$ cat src/rtl/seg7_prescale_seq_if.sv
// Pin-side bundle for the 7-segment prescaled sequencer.
// When SEG7_PWM_EN is defined the bundle also carries the bright[2:0] input.
interface seg7_prescale_seq_if #(
  parameter int unsigned SEL_W = 4
) ();
  logic             en;
  logic [SEL_W-1:0] div_sel;
  logic [1:0]       mode;
  logic             load;
  logic [3:0]       load_val;
  logic             invert;
`ifdef SEG7_PWM_EN
  logic [2:0]       bright;
`endif
  logic [6:0]       seg;
  logic             dp;
  logic             tick;

`ifdef SEG7_PWM_EN
  modport master (output en, div_sel, mode, load, load_val, invert, bright,
                  input  seg, dp, tick);
  modport slave  (input  en, div_sel, mode, load, load_val, invert, bright,
                  output seg, dp, tick);
`else
  modport master (output en, div_sel, mode, load, load_val, invert,
                  input  seg, dp, tick);
  modport slave  (input  en, div_sel, mode, load, load_val, invert,
                  output seg, dp, tick);
`endif
endinterface

$ cat src/rtl/seg7_prescale_seq.sv
// Programmable prescaler driving a 4-bit up/down/bounce digit sequencer with
// registered hex 7-segment decode. Optional brightness PWM via SEG7_PWM_EN.
module seg7_prescale_seq #(
  parameter int unsigned DIV_W = 14,
  parameter int unsigned SEL_W = 4
) (
  input  logic              clk,
  input  logic              rst_n,
  seg7_prescale_seq_if.slave bus
);

  typedef enum logic [1:0] {MODE_HOLD, MODE_UP, MODE_DOWN, MODE_BOUNCE} mode_e;
  typedef enum logic {DIR_UP, DIR_DOWN} dir_e;

  logic [DIV_W-1:0] cnt_q, cnt_d;
  logic [3:0]       digit_q, digit_d;
  dir_e             dir_q, dir_d;
  logic             dp_q, dp_d;
  logic             tick_q, tick_d;
  logic [6:0]       seg_q, seg_d;

  logic [SEL_W-1:0] div_sel_c;
  logic [DIV_W-1:0] mask_c;
  logic             hit_c;
  logic             on_c;
  mode_e            mode_c;

  function automatic logic [6:0] seg_decode(input logic [3:0] d);
    case (d)
      4'h0: seg_decode = 7'h3F;
      4'h1: seg_decode = 7'h06;
      4'h2: seg_decode = 7'h5B;
      4'h3: seg_decode = 7'h4F;
      4'h4: seg_decode = 7'h66;
      4'h5: seg_decode = 7'h6D;
      4'h6: seg_decode = 7'h7D;
      4'h7: seg_decode = 7'h07;
      4'h8: seg_decode = 7'h7F;
      4'h9: seg_decode = 7'h6F;
      4'hA: seg_decode = 7'h77;
      4'hB: seg_decode = 7'h7C;
      4'hC: seg_decode = 7'h39;
      4'hD: seg_decode = 7'h5E;
      4'hE: seg_decode = 7'h79;
      default: seg_decode = 7'h71;
    endcase
  endfunction

  assign div_sel_c = bus.div_sel;
  assign mode_c    = mode_e'(bus.mode);

  // Low k+1 bits of the prescaler, k clamped to DIV_W-1 (selects above the width saturate).
  always_comb begin
    mask_c = '0;
    for (int i = 0; i < DIV_W; i++) begin
      mask_c[i] = (32'(i) <= 32'(div_sel_c));
    end
  end

  assign hit_c = bus.en && ((cnt_q & mask_c) == mask_c);

  // Next-state: load wins over a tick in the same cycle; en=0 freezes everything but load.
  always_comb begin
    cnt_d   = cnt_q;
    digit_d = digit_q;
    dir_d   = dir_q;
    dp_d    = dp_q;
    tick_d  = 1'b0;
    seg_d   = seg_decode(digit_q);
    if (bus.load) begin
      digit_d = bus.load_val;
      cnt_d   = '0;
    end else if (bus.en) begin
      cnt_d = cnt_q + DIV_W'(1);
      if (hit_c) begin
        tick_d = 1'b1;
        case (mode_c)
          MODE_UP: begin
            digit_d = digit_q + 4'd1;
            if (digit_q == 4'hF) dp_d = ~dp_q;
          end
          MODE_DOWN: begin
            digit_d = digit_q - 4'd1;
            if (digit_q == 4'h0) dp_d = ~dp_q;
          end
          MODE_BOUNCE: begin
            if (dir_q == DIR_UP) begin
              if (digit_q == 4'hF) begin
                dir_d   = DIR_DOWN;
                digit_d = 4'hE;
              end else begin
                digit_d = digit_q + 4'd1;
              end
            end else begin
              if (digit_q == 4'h0) begin
                dir_d   = DIR_UP;
                digit_d = 4'h1;
                dp_d    = ~dp_q;
              end else begin
                digit_d = digit_q - 4'd1;
              end
            end
          end
          default: digit_d = digit_q;
        endcase
      end
    end
  end

  always_ff @(posedge clk or negedge rst_n) begin
    if (!rst_n) begin
      cnt_q   <= '0;
      digit_q <= 4'h0;
      dir_q   <= DIR_UP;
      dp_q    <= 1'b0;
      tick_q  <= 1'b0;
      seg_q   <= 7'h3F;
    end else begin
      cnt_q   <= cnt_d;
      digit_q <= digit_d;
      dir_q   <= dir_d;
      dp_q    <= dp_d;
      tick_q  <= tick_d;
      seg_q   <= seg_d;
    end
  end

`ifdef SEG7_PWM_EN
  logic [2:0] pwm_cnt_q, pwm_cnt_d;

  // Free-running duty counter; independent of en so dimming never stalls.
  always_comb begin
    pwm_cnt_d = pwm_cnt_q + 3'd1;
  end

  always_ff @(posedge clk or negedge rst_n) begin
    if (!rst_n) pwm_cnt_q <= 3'd0;
    else        pwm_cnt_q <= pwm_cnt_d;
  end

  assign on_c = (pwm_cnt_q <= bus.bright);
`else
  assign on_c = 1'b1;
`endif

  // Polarity is applied after the register so invert has no latency.
  assign bus.seg  = (on_c ? seg_q : 7'h00) ^ {7{bus.invert}};
  assign bus.dp   = (on_c & dp_q) ^ bus.invert;
  assign bus.tick = tick_q;

endmodule

$ cat src/flat_wrapper.sv
// flat-port wrapper written by rule: the top's interface ports become plain ports
module seg7_prescale_seq_flat 
#(
  parameter int unsigned DIV_W = 14,
  parameter int unsigned SEL_W = 4
)
  (clk, rst_n, bus_en, bus_div_sel, bus_mode, bus_load, bus_load_val, bus_invert, bus_seg, bus_dp, bus_tick);
  seg7_prescale_seq_if #(.SEL_W(SEL_W)) bus_i ();
  input  logic clk;
  input  logic rst_n;
  input wire logic [$bits(bus_i.en)-1:0] bus_en;
  input wire logic [$bits(bus_i.div_sel)-1:0] bus_div_sel;
  input wire logic [$bits(bus_i.mode)-1:0] bus_mode;
  input wire logic [$bits(bus_i.load)-1:0] bus_load;
  input wire logic [$bits(bus_i.load_val)-1:0] bus_load_val;
  input wire logic [$bits(bus_i.invert)-1:0] bus_invert;
  output wire logic [$bits(bus_i.seg)-1:0] bus_seg;
  output wire logic [$bits(bus_i.dp)-1:0] bus_dp;
  output wire logic [$bits(bus_i.tick)-1:0] bus_tick;
  assign bus_i.en = bus_en;
  assign bus_i.div_sel = bus_div_sel;
  assign bus_i.mode = bus_mode;
  assign bus_i.load = bus_load;
  assign bus_i.load_val = bus_load_val;
  assign bus_i.invert = bus_invert;
  assign bus_seg = bus_i.seg;
  assign bus_dp = bus_i.dp;
  assign bus_tick = bus_i.tick;
  seg7_prescale_seq #(.DIV_W(DIV_W), .SEL_W(SEL_W)) u_core (.clk(clk), .rst_n(rst_n), .bus(bus_i));
endmodule
$ cat config.mk
export PLATFORM = sky130hd
export DESIGN_NAME = seg7_prescale_seq_flat
export DESIGN_NICKNAME = d
export VERILOG_FILES = /design/src/rtl/seg7_prescale_seq_if.sv /design/src/rtl/seg7_prescale_seq.sv /design/src/flat_wrapper.sv
export SDC_FILE = /design/constraint.sdc
export NUM_CORES = 1
export LEC_CHECK = 0
export CAP_MARGIN = 20
export CORE_MARGIN = 3
export CORE_UTILIZATION = 55
export DETAILED_ROUTE_END_ITERATION = 10
export DONT_BUFFER_PORTS = 1
export HOLD_SLACK_MARGIN = 0.08
export PLACE_DENSITY = 0.7
export REMOVE_ABC_BUFFERS = 1
export SYNTH_ARGS = -nofsm -noshare
export SYNTH_HDL_FRONTEND = slang
export SYNTH_SLANG_ARGS = --single-unit
$ cat constraint.sdc
create_clock -name clk -period 5.85 [get_ports clk]
set_clock_uncertainty 0.1 [all_clocks]
set_input_delay 1.17 -clock clk [delete_from_list [all_inputs] [get_ports clk]]
set_output_delay 1.17 -clock clk [all_outputs]
set_load 0.02 [all_outputs]
==> impl_metrics.tcl <==
set metrics [dict create \
    wl_met3_um 204 \
    fin_crit_sh 0.482 \
    cts_buffers 3 \
    synth_area_leaders "dfrtp_1, dfstp_2, xor2_1, ha_1, nor2_1" \
    hpwl_um 2600 \
    finalWeightedCongestion 0.861 \
    grt-ovfl-total 0 \
    vias_per_cell 5.84 \
    core_area_sq_um 3080 \
    power_density_nw_per_um2 204 \
    ys_ff_latch 28 \
    ir_drop_v 0.0000803 \
    vias 1383 \
    grt_pass1_wl_um 6230 \
    diodes 0 \
    fp.dieW_um 62.9 \
    r2r_slack_ps 3510 \
    post_synth_num_cell_types 43 \
    die_y_um 62.9 \
    start_util 0.579 \
    yosys_warnings 0 \
    route.met2.wl_um 1550 \
    r2r_cells 7 \
    yosys-top-cells-count "dfrtp_1, nor2_1, xor2_1" \
    cts_resized 0 \
    drtIter0Drc 86 \
    max_stage_delay_ps 380 \
    io_pins 24 \
    cpMaxStageDelayCell "xor2_1" \
    drive_gt1_frac 0.0674 \
    antenna_found_initial 0 \
    totalWireLength_um 3470 \
    grt_max_degree 29 \
    final_nets 218 \
    dieArea_sq_um 3960 \
    slew_violations 0 \
    hold_path_class "in2async" \
    rr_endpoint "u_core.dp_q" \
    tritoncts "done" \
    drc 0 \
    cp.arrival_ps 1550 \
    cp_num_buf_inv 0 \
    dr.pass1.iters 4 \
    rows 20 \
    cp_top_family "XOR/XNOR gates" \
    synth.avg_cell_area_sq_um 9.14 \
    synthFlopType "dfrtp_1" \
    end_kind "primary output" \
    clkSinkCount 28 \
    cts-root-buf "clkbuf_4" \
    synth-seq-area-share 0.397 \
    port_buffers 0 \
    area_growth_pct 3.30 \
    status "finished clean" \
    finalSetupViolCount 0 \
    wl_per_cell_um 14.6 \
    syn_inst 195 \
    maxSlewHeadroom 0.611 \
    htree_levels 1 \
    synth-async-reset-ratio 1.00 \
    fmax_mhz 355 \
    crit_chain "xor2_1" \
    rsz0062_at_grt "false" \
    r2r_start "u_core.digit_q[1]" \
    leakagePower_nw 0.754 \
    top_layer "met4" \
    critPathMaxFanout 8 \
    post_cts_buffers 0 \
    clk_pin_slew_ps 150 \
    start_kind "input port" \
    worst_pin_slew_ps 584 \
    ant_nets 0 \
    hold_viol_final 0 \
    final_util 0.598 \
    crit_type "in2out" \
    syn-cell-area_sq_um 1780 \
    grt_pass1_vias 1386 \
    drv_cap 0 \
    cp.required_ps 4580 \
    fin_tns_setup_ps 0 \
    finalCriticalPeriod_ps 2820 \
    synth_edf_count 0 \
    insertion_delay_ps 320 \
    clk_path_buf_depth 2 \
    synth_top_area_frac 0.309 \
    wl_met1_um 1670 \
    synth_top_area_cell "dfrtp_1" \
    gr-usage-all-layers 0.193 \
    cts_hold_buf 0 \
]
-- kinds of logic (layout without fill, tap and decap cells) --
group / Yosys count / after routing / share of synthesized area
muxes: 3 / 3 / 0.0169
xor gates and xnor gates: 21 / 21 / 0.103
buffers and inverters: 17 / 15 / 0.0358
AOI/OAI and AO/OA: 44 / 44 / 0.183
DFF: 28 / 28 / 0.397
and+or+nand+nor: 73 / 73 / 0.201
adders and majority gates: 9 / 9 / 0.0632
-- per-stage QoR --
| stage | setup slack, ps | total power (W) | area (sq um) | hold slack, ps | instances |
|---|---|---|---|---|---|
| 6_report | 3030 | 0.000376 | 1840 | 408 | 237 |
| 5_1_grt | 3010 | 0.000395 | 1840 | 385 | 237 |
| 4_1_cts | 3030 | 0.000379 | 1840 | 401 | 237 |
| 3_5_place_dp | 2950 | 0.000297 | 1810 | 401 | 233 |
| 3_3_place_gp | 2980 | 0.000294 | 1810 | 378 | 233 |
| 2_1_floorplan | 3040 | 0.000284 | 1760 | 360 | 189 |
-- how the worst max path moves through the flow --
stage                              start                end  slack (ps)  cells after the start
after detailed placement  bus_div_sel[1]  u_core.digit_q[2]        2950                      5
after global routing          bus_invert         bus_seg[1]        3010                      1
after floorplan           bus_div_sel[1]  u_core.digit_q[2]        3040                      5
final                         bus_invert         bus_seg[5]        3030                      1
after global placement    bus_div_sel[1]  u_core.digit_q[2]        2980                      5
after CTS                     bus_invert         bus_seg[5]        3030                      1
-- where the power goes --
| part | switching (W) | leakage [nW] | internal (W) |
|---|---|---|---|
| sequential | 0.0000142 | 0.352 | 0.000209 |
| combinational | 0.0000436 | 0.388 | 0.0000267 |
| clock | 0.0000559 | 0.0150 | 0.0000267 |
| total | 0.000114 | 0.754 | 0.000263 |
-- final cells by class --
| type | count | area (sq um) |
|---|---|---|
| Inverter | 11 | 41.3 |
| Tap cell | 44 | 55.1 |
| Sequential cell | 28 | 708 |
| Multi-Input combinational cell | 150 | 1010 |
| Clock buffer | 4 | 26.3 |
| Fill cell | 275 | 1240 |
-- flip-flops by register name (all words and copies together) (netlist names) --
signal           cells
u_core.digit_q       4
u_core.dp_q          1
u_core.seg_q         7
u_core.bus.tick      1
u_core.dir_q         1
u_core.cnt_q        14
-- worst reg2reg max path, delay by kind of cell (launching register included) --
kind,cells,cell delay (ps)
flip-flops,1,480
AO/OA/AOI/OAI,1,300
AND/OR/NAND/NOR,3,730
XOR/XNOR,1,180
adder cells (fa/ha/maj),1,260
buffers and inverters,1,230
-- cell usage in the layout, fill, tap and decap left out, drive strengths merged, types with 5 or more instances in the layout --
cell type / instances
nor3: 7
a21oi: 11
nor2: 22
nand2: 14
o211ai: 6
ha: 9
dfrtp: 22
inv: 11
a31oi: 5
xor2: 17
o21ai: 7
dfstp: 6
nand3: 8
-- metal layers --
layer / vias to the layer above / global-route usage
met2: 43 / 0.306
met5: - / 0
li1: 688 / -
met1: 646 / 0.265
met4: 0 / 0.0579
met3: 6 / 0.0414
(Power assumes the default switching activity.)
